--- src/rtl/pc_sequencer.sv ---
// Program-counter sequencer: owns the PC, a small return-address stack and a
// RUN/HALTED control FSM. All outputs are registered.
module pc_sequencer #(
   parameter int          PC_WIDTH    = 5,
   parameter int          STACK_DEPTH = 4,
   parameter int unsigned RESET_PC    = 0
) (
   input  logic                clock,
   input  logic                reset,
   input  logic                stall,
   input  logic                halt,
   input  logic                resume,
   input  logic                jump,
   input  logic                branch_taken,
   input  logic                call,
   input  logic                ret,
   input  logic [PC_WIDTH-1:0] target,
   input  logic [PC_WIDTH-1:0] offset,
   output logic [PC_WIDTH-1:0] pc,
   output logic                halted,
   output logic [2:0]          stack_depth,
   output logic                stack_err
);

   localparam int AW = $clog2(STACK_DEPTH);
   localparam int CW = $clog2(STACK_DEPTH) + 1;
   localparam logic [CW-1:0]       FULL  = CW'(STACK_DEPTH);
   localparam logic [PC_WIDTH-1:0] ONE   = PC_WIDTH'(1);
   localparam logic [PC_WIDTH-1:0] PC_RST = PC_WIDTH'(RESET_PC);

   typedef enum logic {RUN, HALTED} state_t;

   state_t              state;
   logic [CW-1:0]       count;
   logic [CW-1:0]       count_m1;
   logic [PC_WIDTH-1:0] stack_mem [STACK_DEPTH];
   logic [PC_WIDTH-1:0] pc_inc;
   logic [PC_WIDTH-1:0] stack_top;
   logic                stack_empty;
   logic                stack_full;
   logic                push;

   assign stack_depth = 3'(count);

   always_comb begin
      count_m1    = count - CW'(1);
      pc_inc      = pc + ONE;
      stack_top   = stack_mem[count_m1[AW-1:0]];
      stack_empty = (count == '0);
      stack_full  = (count == FULL);
      // A push only happens when call wins the priority chain in an active RUN cycle.
      push = !stall && (state == RUN) && !halt && !ret && call && !stack_full;
   end

   // NOTE: stack entries are don't-care after reset, so the array has no reset
   // and stays a plain memory; only the depth counter is reset.
   always_ff @(posedge clock) begin
      if (push) stack_mem[count[AW-1:0]] <= pc_inc;
   end

   // NOTE: all sequential state uses non-blocking assignments so every register
   // sees the pre-edge values of its neighbours.
   always_ff @(posedge clock or posedge reset) begin
      if (reset) begin
         state     <= RUN;
         halted    <= 1'b0;
         pc        <= PC_RST;
         count     <= '0;
         stack_err <= 1'b0;
      end else begin
         stack_err <= 1'b0;
         if (!stall) begin
            case (state)
               RUN: begin
                  if (halt) begin
                     state  <= HALTED;
                     halted <= 1'b1;
                  end else if (ret) begin
                     if (!stack_empty) begin
                        pc    <= stack_top;
                        count <= count_m1;
                     end else begin
                        pc        <= pc_inc;
                        stack_err <= 1'b1;
                     end
                  end else if (call) begin
                     if (!stack_full) begin
                        pc    <= target;
                        count <= count + CW'(1);
                     end else begin
                        pc        <= pc_inc;
                        stack_err <= 1'b1;
                     end
                  end else if (jump) begin
                     pc <= target;
                  end else if (branch_taken) begin
                     // Two's-complement add wraps naturally modulo 2^PC_WIDTH.
                     pc <= pc + offset;
                  end else begin
                     pc <= pc_inc;
                  end
               end
               HALTED: begin
                  if (resume && !halt) begin
                     state  <= RUN;
                     halted <= 1'b0;
                  end
               end
               default: begin
                  state  <= RUN;
                  halted <= 1'b0;
               end
            endcase
         end
      end
   end

endmodule

--- config.mk ---
export PLATFORM = sky130hd
export DESIGN_NAME = pc_sequencer
export DESIGN_NICKNAME = d
export VERILOG_FILES = /design/src/rtl/pc_sequencer.sv
export SDC_FILE = /design/constraint.sdc
export NUM_CORES = 1
export LEC_CHECK = 0
export BUFFER_PORTS_ARGS = -buffer_cell sky130_fd_sc_hd__buf_2
export CAP_MARGIN = 20
export CORE_UTILIZATION = 50
export DETAILED_ROUTE_END_ITERATION = 10
export PLACE_DENSITY = 0.75
export SETUP_SLACK_MARGIN = 0.2
export SYNTH_ARGS = -nofsm -noshare
export SYNTH_HDL_FRONTEND = slang
export SYNTH_SLANG_ARGS = --single-unit
export TNS_END_PERCENT = 30
--- constraint.sdc ---
create_clock -name clock -period 1.9 [get_ports clock]
set_clock_uncertainty 0.1 [all_clocks]
set_input_delay 0 -clock clock [delete_from_list [all_inputs] [get_ports clock]]
set_output_delay 0 -clock clock [all_outputs]
set_load 0.01 [all_outputs]
Word level (Yosys, flattened, before mapping) --
Memories as Yosys holds them, arrays and structs flattened. Cells that the tools add are included. Widths: inputs -> output; s select.
Storage, ports and cells: output and inout port bits 10, logic and storage cells 58, memories kept 1, flip-flop bits (word level) 11, memory bits (writable) 20, input bits 19
Operators by class: add/sub/neg operators 4, bitwise operators 3, reductions and logical operators 15, equal/unequal tests 5, muxes and demuxes 25
Memories:
- stack_mem | words 4, width 5, rd ports 1, clocked after Yosys merged registers in 0, wr ports 1, line 36 | logic [PC_WIDTH-1:0] stack_mem [STACK_DEPTH];
Operators with widths (count):
- $mux 5 | 6
- $mux 1 | 13
- $mux 3 | 4
- $logic_and 1x1->1 | 6
- $ne 2x2->1 const B | 3
- $reduce_and 3->1 | 2
- $reduce_and 6->1 | 1
- $add 5x1->5 const B | 1
- $add 5x5->5 | 1
- $logic_not 1->1 | 4
- $pmux 1 s2 | 2
- $add 3x1->3 const B | 1
- $eq 3x3->1 const B | 1
- $logic_not 3->1 | 1
- $not 1->1 | 3
- $sub 3x1->3 const B | 1
- $ne 2x1->1 const B | 1
- $reduce_bool 2->1 | 1

Depth between registers and ports, before layout --
Gate-level depths: netlist of the first run.
depth in word-level cells 8, depth in mapped cells 9, depth with buffers taken out 8

Worst setup path before layout of the first run --
OpenSTA, ideal clock, no wires.
path type register to register, start reg count[0], in the netlist stack_depth[0], end reg pc[1], slack -0.191 ns, path buffers 2, data arrival time 1.856 ns, required time 1.666 ns, cell stages (with the launch flop) 8, clock period less this slack 2.091 ns, library setup time 0.134 ns, cell sequence dfrtp_1 > buf_6 > inv_1 > ha_1 > clkbuf_1 > mux4_2 > a221oi_1 > a22oi_1
On the way: cells in the longest elaborated chain, start to end 4, elaborated cells between the ends (all ways) 8, those cells by class add/sub (1); eq/ne (1); mux (4); reduce/logical (1); memory (1)
Ends and longest elaborated chain:
- start, declared | line 34 | logic [CW-1:0] count;
- start signal, assigned | line 81 | count <= count_m1;
- start signal, assigned | line 89 | count <= count + CW'(1);
- $sub 3x1->3 or $eq 3x3->1 (tied branches) | line 46, 50
- $mem_v2 4x5 or $mux 5 (tied branches)
- $mux 5 (on tied branches) | line 79, 86
- $mux 5 (*) | line 78 | end else if (ret) begin
- end signal, assigned | line 80 | pc <= stack_top;
- end signal, assigned | line 83 | pc <= pc_inc;
- end signal, assigned | line 88 | pc <= target;
- end, declared | line 19 | output logic [PC_WIDTH-1:0] pc,
Mark *: on every way between the ends. The rest lies on a longest branch, timed or not. A chain may end at the register's enable or synchronous reset.

Final worst setup path of the first run --
start reg pc[0], end reg pc[4]
On the way: cells in the longest elaborated chain, start to end 5, elaborated cells between the ends (all ways) 8, those cells by class add/sub (2); mux (6)
Ends and longest elaborated chain:
- $add 5x1->5 or $add 5x5->5 (tied branches) | line 47, 98
- $mux 5 | line 96 | end else if (branch_taken) begin
- $mux 5 | line 94 | end else if (jump) begin
- $mux 5 | line 86 | end else if (call) begin
- $mux 5 (*) | line 78
Marked as above.

==> results of run 1 <==
## cell type report
cell class / instances / area (sq um) / area share
Sequential cell: 31 / 877 / 0.372
Tap cell: 46 / 57.6 / 0.0244
Timing Repair Buffer: 53 / 358 / 0.152
Clock buffer: 5 / 37.5 / 0.0159
Multi-Input combinational cell: 105 / 971 / 0.412
Inverter: 10 / 42.5 / 0.0180
Clock inverter: 3 / 15.0 / 0.00637
## metal layers
layer,global-route usage,share of wire,vias to the layer above
met5,0,0,-
met4,0.108,0.018,0
met3,0.0493,0.073,8
met2,0.401,0.52,58
met1,0.291,0.39,715
li1,-,-,679
## path summary, 6_finish.rpt
kind / start / to / depth (start not counted) / slack, ns
min reg2reg: stack_depth[1]$_DFFE_PP0P_ / stack_depth[1]$_DFFE_PP0P_ / 2 / 0.53
max: pc[0]$_DFFE_PP0P_ / pc[4]$_DFFE_PP0P_ / 8 / -0.02
max reg2reg: pc[0]$_DFFE_PP0P_ / pc[4]$_DFFE_PP0P_ / 8 / -0.02
min: stall / pc[1]$_DFFE_PP0P_ / 3 / 0.01
min in group asynchronous: reset / stack_depth[2]$_DFFE_PP0P_ / 3 / 0.12
max in group asynchronous: reset / pc[0]$_DFFE_PP0P_ / 3 / 1.23
## registers in the layout, indices dropped and copies added (netlist names)
register,flops
state,1
stack_err,1
pc,5
halted,1
stack_depth,3
stack_mem,20
## layout by cell type, fill, tap and decap left out, drive strengths merged, types with 4 or more instances in the layout
master and n:
a21oi 10, and3 4, buf 44, clkbuf 5
dfrtp 11, dlygate4sd3 9, edfxtp 20, ha 10
inv 9, mux4 5, nand2 8, nand2b 4
nor3 5, o21ai 5, xnor2 6
## cell usage after synthesis (3+ instances only)
library cell	number
a21oi_1	9
a221oi_1	3
and3_1	4
buf_2	4
buf_4	3
dfrtp_1	11
edfxtp_1	20
ha_1	10
inv_1	10
mux4_2	5
nand2_1	7
nand2b_1	4
nand3_1	3
nor2_1	3
nor2b_1	3
nor3_1	4
nor3b_1	3
o21ai_0	5
xnor2_1	6
xor2_1	3
## logic make-up after synthesis
group	count (synthesis)
AND/OR/NAND/NOR	42
AO/OA/AOI/OAI	34
buffers and inverters	19
flip-flops	31
multiplexers	9
adder cells (fa/ha/maj)	11
XOR/XNOR	9
## critical path: cells and delay by family (launching register included)
kind / cells / cell delay, ns
mux: 1 / 0.22
fa+ha+maj: 2 / 0.51
compound gates: 1 / 0.13
simple gates: 3 / 0.41
buf+inv: 1 / 0.04
flops: 1 / 0.39
## report_power, final
group          switching, W  leakage, nW  total (W)  internal [W]
clock network      0.000241       0.0263   0.000376      0.000135
registers          0.000104        0.309    0.00102      0.000919
logic              0.000870        0.620    0.00173      0.000859
## what timing repair did
action | in CTS | in global routing
gates resized for setup | 8 | 13
hold endpoints to repair | 17 | 0
cloned | 0 | 0
hold buffers | 9 | 0
buffers inserted | 5 | 1
pin swaps | 5 | 8
endpoints found under the setup margin | 29 | 20
## stage by stage
step                      hold slack [ns]   util  power [W]  setup WS [ns]
final                              0.0134  0.690    0.00313        -0.0223
after global routing               0.0217  0.690    0.00334         -0.149
after CTS                          0.0297  0.674    0.00305        -0.0704
after detailed placement          -0.0595  0.615    0.00258        -0.0926
after global placement            -0.0746  0.615    0.00251         0.0246
after floorplan                    -0.248      -    0.00212        -0.0303
==> run_results.csv, run 1 <==
group,metric,value,unit
clocking,path_clk_slew,0.10,ns
clocking,h-tree-depth,2,
setup_path,start_kind,"flip-flop",
timing,setup-violations-final,1,
logic_synthesis,synth_cell_types,49,
routing,drt_iter0_markers,118,
clocking,tritoncts,"yes",
global_routing,grt_usage,0.237,
logic_synthesis,async_flop_share,0.355,
timing,worstMarginPinSlew,0.553,ns
timing,relSlewSlack,0.629,
logic_synthesis,synthMuxAreaShare,0.0846,
min_path,hold_class,"in -> reg",
logic_synthesis,synth_flop_cell,"edfxtp_1",
setup_path,worst_ep_required_time,2.02,ns
floorplan,initial_core_util,0.537,
routing,drtAntennaViolNets,0,
layout,syn2layout_area_growth,28.6,%
logic_synthesis,synth_warnings,0,
layout,layout.nets,236,
clocking,clock_sinks,31,
logic_synthesis,ys_seq_elements,31,
logic_synthesis,synth_compound_area_frac,0.130,
routing,routed_wl,4.19,mm
global_routing,grt_max_degree,13,
global_routing,grt_pass1_vias,1480,
layout,instances_no_fill,253,
run,cap_violations,0,
global_routing,grt_pass1_wl,6.89,mm
setup_path,max_stage_delay,0.39,ns
place,dp_cells,230,
logic_synthesis,syn_nets,185,
logic_synthesis,synth_edf_count,20,
logic_synthesis,synth_area,1830,sq um
floorplan,row_count,21,
logic_synthesis,synthAdderAreaFrac,0.0791,
clocking,clk_path_buf_depth,2,
logic_synthesis,yosys.area.top_type,"edfxtp_1",
timing,fin_crit,1.92,ns
place,placed_cell_area,2100,sq um
floorplan,die_h,62.6,microns
routing,drc_errors,0,
setup_path,path_cells,"ha_4 -> inv_2 -> fa_2 -> nor2b_4 -> nor3_2 -> nor3b_2 -> mux2i_1 -> o221ai_1",
routing,vias,1460,
timing,slew_viol_final,0,
timing,worst_slack,-0.0223,ns
layout,diodes,0,
routing,wl_per_cell,16.6,microns
setup_path,critPathKind,"reg -> reg",
logic_synthesis,synth_top_family_by_area,"simple AND/OR/NAND/NOR gates",
run_status,status,"finished with violations",
routing,dr.pass1.iters,4,
floorplan,die_x,62.6,microns
logic_synthesis,synth_top_area_share,0.327,
timing,rsz0062_at_grt,"true",
setup_path,worstPathMaxFanout,2,
floorplan,fp.dieArea,3920,sq um
run_status,failed_checks,"setup timing",
setup_path,arrival,2.04,ns
logic_synthesis,synth.area.top_cells,"edfxtp_1, dfrtp_1, ha_1",
timing,post-route-period-util,1.01,
layout,final_cell_area,2360,sq um
timing,fmax,520,MHz
logic_synthesis,synth.avg_cell_area,11.8,sq um
clocking,cts_root_buffer,"clkbuf_4",
clocking,clk_latency,0.34,ns
timing,hold_violations,0,
global_routing,antenna_found_initial,0,
power,leakagePower,0.955,nW
floorplan,core-area,3420,sq um
power,ir_worst_vdd,892,uV
setup_path,crit_path_top_delay_cell,"dfrtp_2",
routing,viasPerCell,5.77,
place,io_buffers,28,
logic_synthesis,synth_seq_area_share,0.477,
timing,setup_tns,-0.0223,ns
logic_synthesis,synth_cells,155,
logic_synthesis,synthSimpleGateAreaFrac,0.134,
place,post-dp-hpwl,3.02,mm
clocking,cts_made_buffers,5,
layout,fillers,262,
layout,layout-drive-gt1-share,0.411,
floorplan,pin_count,29,
power,power_density,1330,nW/um^2
logic_synthesis,synth_xor_area_frac,0.0430,
setup_path,endpoint_kind,"flip-flop",
place,gp_congestion,0.851,
global_routing,grt_overflow,0,
Power figures use the tool's default switching activity.
==> run 2: changes to the inputs <==
TNS_END_PERCENT = 50   (was 30)
==> run_results.csv, run 2 (same netlist as run 1, synthesis figures left out) <==
group,metric,value,unit
routing,routed_wl,4.55,mm
clocking,clk_path_buf_depth,2,
floorplan,fp.dieArea,3920,sq um
setup_path,endpoint_kind,"flip-flop",
setup_path,arrival,2.12,ns
floorplan,die_x,62.6,microns
run,cap_violations,0,
timing,post-route-period-util,1.05,
routing,drc_errors,0,
global_routing,grt_pass1_wl,7.41,mm
setup_path,r2r-start,"pc[0]$_DFFE_PP0P_",
layout,instances_no_fill,252,
power,power_density,1390,nW/um^2
place,gp_congestion,0.847,
setup_path,r2r_cells,8,
setup_path,worst_ep_required_time,2.04,ns
min_path,hold_path_end,"pc[0]$_DFFE_PP0P_",
setup_path,max_stage_delay,0.40,ns
setup_path,rrSetupSlack,-0.09,ns
global_routing,grt_max_degree,13,
timing,worst_slack,-0.0887,ns
timing,slew_viol_final,0,
layout,fin_util,0.714,
timing,hold_ws,0.0282,ns
floorplan,pin_count,29,
routing,drtAntennaViolNets,0,
setup_path,worstPathMaxFanout,2,
layout,fillers,259,
clocking,cts_root_buffer,"clkbuf_4",
min_path,whs_path_depth,3,
layout,syn2layout_area_growth,33.0,%
routing,wl_per_cell,18.0,microns
layout,layout.nets,235,
layout,final_common_cell,"buf_2",
global_routing,grt_overflow,0,
routing,dr.pass1.iters,5,
clocking,tritoncts,"yes",
timing,worstMarginPinSlew,0.533,ns
power,ir_worst_vdd,867,uV
floorplan,initial_core_util,0.537,
timing,fin_crit,1.99,ns
run_status,status,"finished with violations",
min_path,worstHoldStart,"stall",
setup_path,path_cells,"ha_4 -> inv_2 -> fa_2 -> xnor2_1 -> mux2_2 -> mux2i_1 -> o211ai_1 -> o21a_1",
clocking,cts_made_buffers,5,
clocking,clock_sinks,31,
routing,vias,1456,
timing,relSlewSlack,0.642,
clocking,clk_latency,0.34,ns
timing,rsz0062_at_grt,"true",
power,leakagePower,0.982,nW
run_status,failed_checks,"setup timing",
layout,layout-drive-gt1-share,0.437,
global_routing,antenna_found_initial,0,
setup_path,critical-path-top-delay-family,"adder cells",
clocking,path_clk_slew,0.11,ns
layout,final_cell_mix,"buf_2, edfxtp_1, buf_4, dfrtp_1, dlygate4sd3_1",
place,io_buffers,28,
setup_path,start_kind,"flip-flop",
floorplan,row_count,21,
floorplan,core-area,3420,sq um
routing,viasPerCell,5.78,
setup_path,crit_buf_inv,1,
setup_path,critPathKind,"reg -> reg",
global_routing,grt_usage,0.252,
global_routing,grt_pass1_vias,1442,
timing,fmax,503,MHz
routing,drt_iter0_markers,86,
timing,hold_violations,0,
place,dp_cells,231,
setup_path,crit_path_top_delay_cell,"dfrtp_2",
layout,diodes,0,
layout,largest_reg_flops,20,
clocking,h-tree-depth,2,
min_path,hold_class,"in -> reg",
place,post-dp-hpwl,2.97,mm
timing,setup-violations-final,2,
setup_path,reg2reg_to,"pc[2]$_DFFE_PP0P_",
floorplan,die_h,62.6,microns
run 2: worst max-delay path by stage:
stage                      start           endpoint  slack [ns]  cells after the start
4_1_cts        pc[0]$_DFFE_PP0P_  pc[2]$_DFFE_PP0P_      -0.005                      8
3_3_place_gp   pc[0]$_DFFE_PP0P_  pc[4]$_DFFE_PP0P_        0.02                      8
2_1_floorplan  pc[0]$_DFFE_PP0P_  pc[4]$_DFFE_PP0P_       -0.03                      8
3_5_place_dp   pc[0]$_DFFE_PP0P_  pc[4]$_DFFE_PP0P_       -0.02                      8
6_report       pc[0]$_DFFE_PP0P_  pc[2]$_DFFE_PP0P_       -0.09                      8
5_1_grt        pc[0]$_DFFE_PP0P_  pc[2]$_DFFE_PP0P_       -0.13                      8
run 2: per-layer routing:
layer | global-route usage | up-vias | part of all wire
li1 | - | 678 | -
met1 | 0.324 | 711 | 0.40
met2 | 0.427 | 59 | 0.52
met3 | 0.0493 | 8 | 0.070
met4 | 0.0843 | 0 | 0.015
met5 | 0 | - | 0
run 2: what timing repair did:
| action | in CTS | in global routing |
|---|---|---|
| hold endpoints to repair | 17 | 0 |
| endpoints found under the setup margin | 25 | 29 |
| setup buffers | 0 | 4 |
| hold buffers | 9 | 0 |
| pin swaps | 4 | 7 |
| resized for setup | 16 | 12 |
run 2: where the power goes:
group	total (W)	switching (W)	internal [W]
clock	0.000511	0.000241	0.000270
combinational	0.00183	0.000928	0.000906
sequential	0.00103	0.000115	0.000919
run 2: cell type report:
class | count | area (sq um) | share of cell area
timing repair buffer | 52 | 354 | 0.145
clock buffer | 5 | 37.5 | 0.0154
inverter | 10 | 42.5 | 0.0174
multi-input combinational | 105 | 1030 | 0.423
clock inverter | 3 | 38.8 | 0.0159
tap | 46 | 57.6 | 0.0236
sequential | 31 | 877 | 0.359
run 2: through the flow:
| step | setup TNS (ns) | total power, W | setup slack [ns] | instance area, sq um |
|---|---|---|---|---|
| 6_report | -0.127 | 0.00338 | -0.0887 | 2440 |
| 2_1_floorplan | -0.0303 | 0.00213 | -0.0303 | 1910 |
| 4_1_cts | -0.00536 | 0.00323 | -0.00536 | 2350 |
| 3_5_place_dp | -0.0202 | 0.00260 | -0.0202 | 2110 |
| 5_1_grt | -0.306 | 0.00359 | -0.128 | 2440 |
| 3_3_place_gp | 0 | 0.00252 | 0.0240 | 2110 |
run 2: worst register-to-register path: stages, from the launching register on:
cell      delay (ns)
dfrtp_2         0.40
ha_4            0.14
inv_2           0.04
fa_2            0.38
xnor2_1         0.15
mux2_2          0.27
mux2i_1         0.16
o211ai_1        0.13
o21a_1          0.13
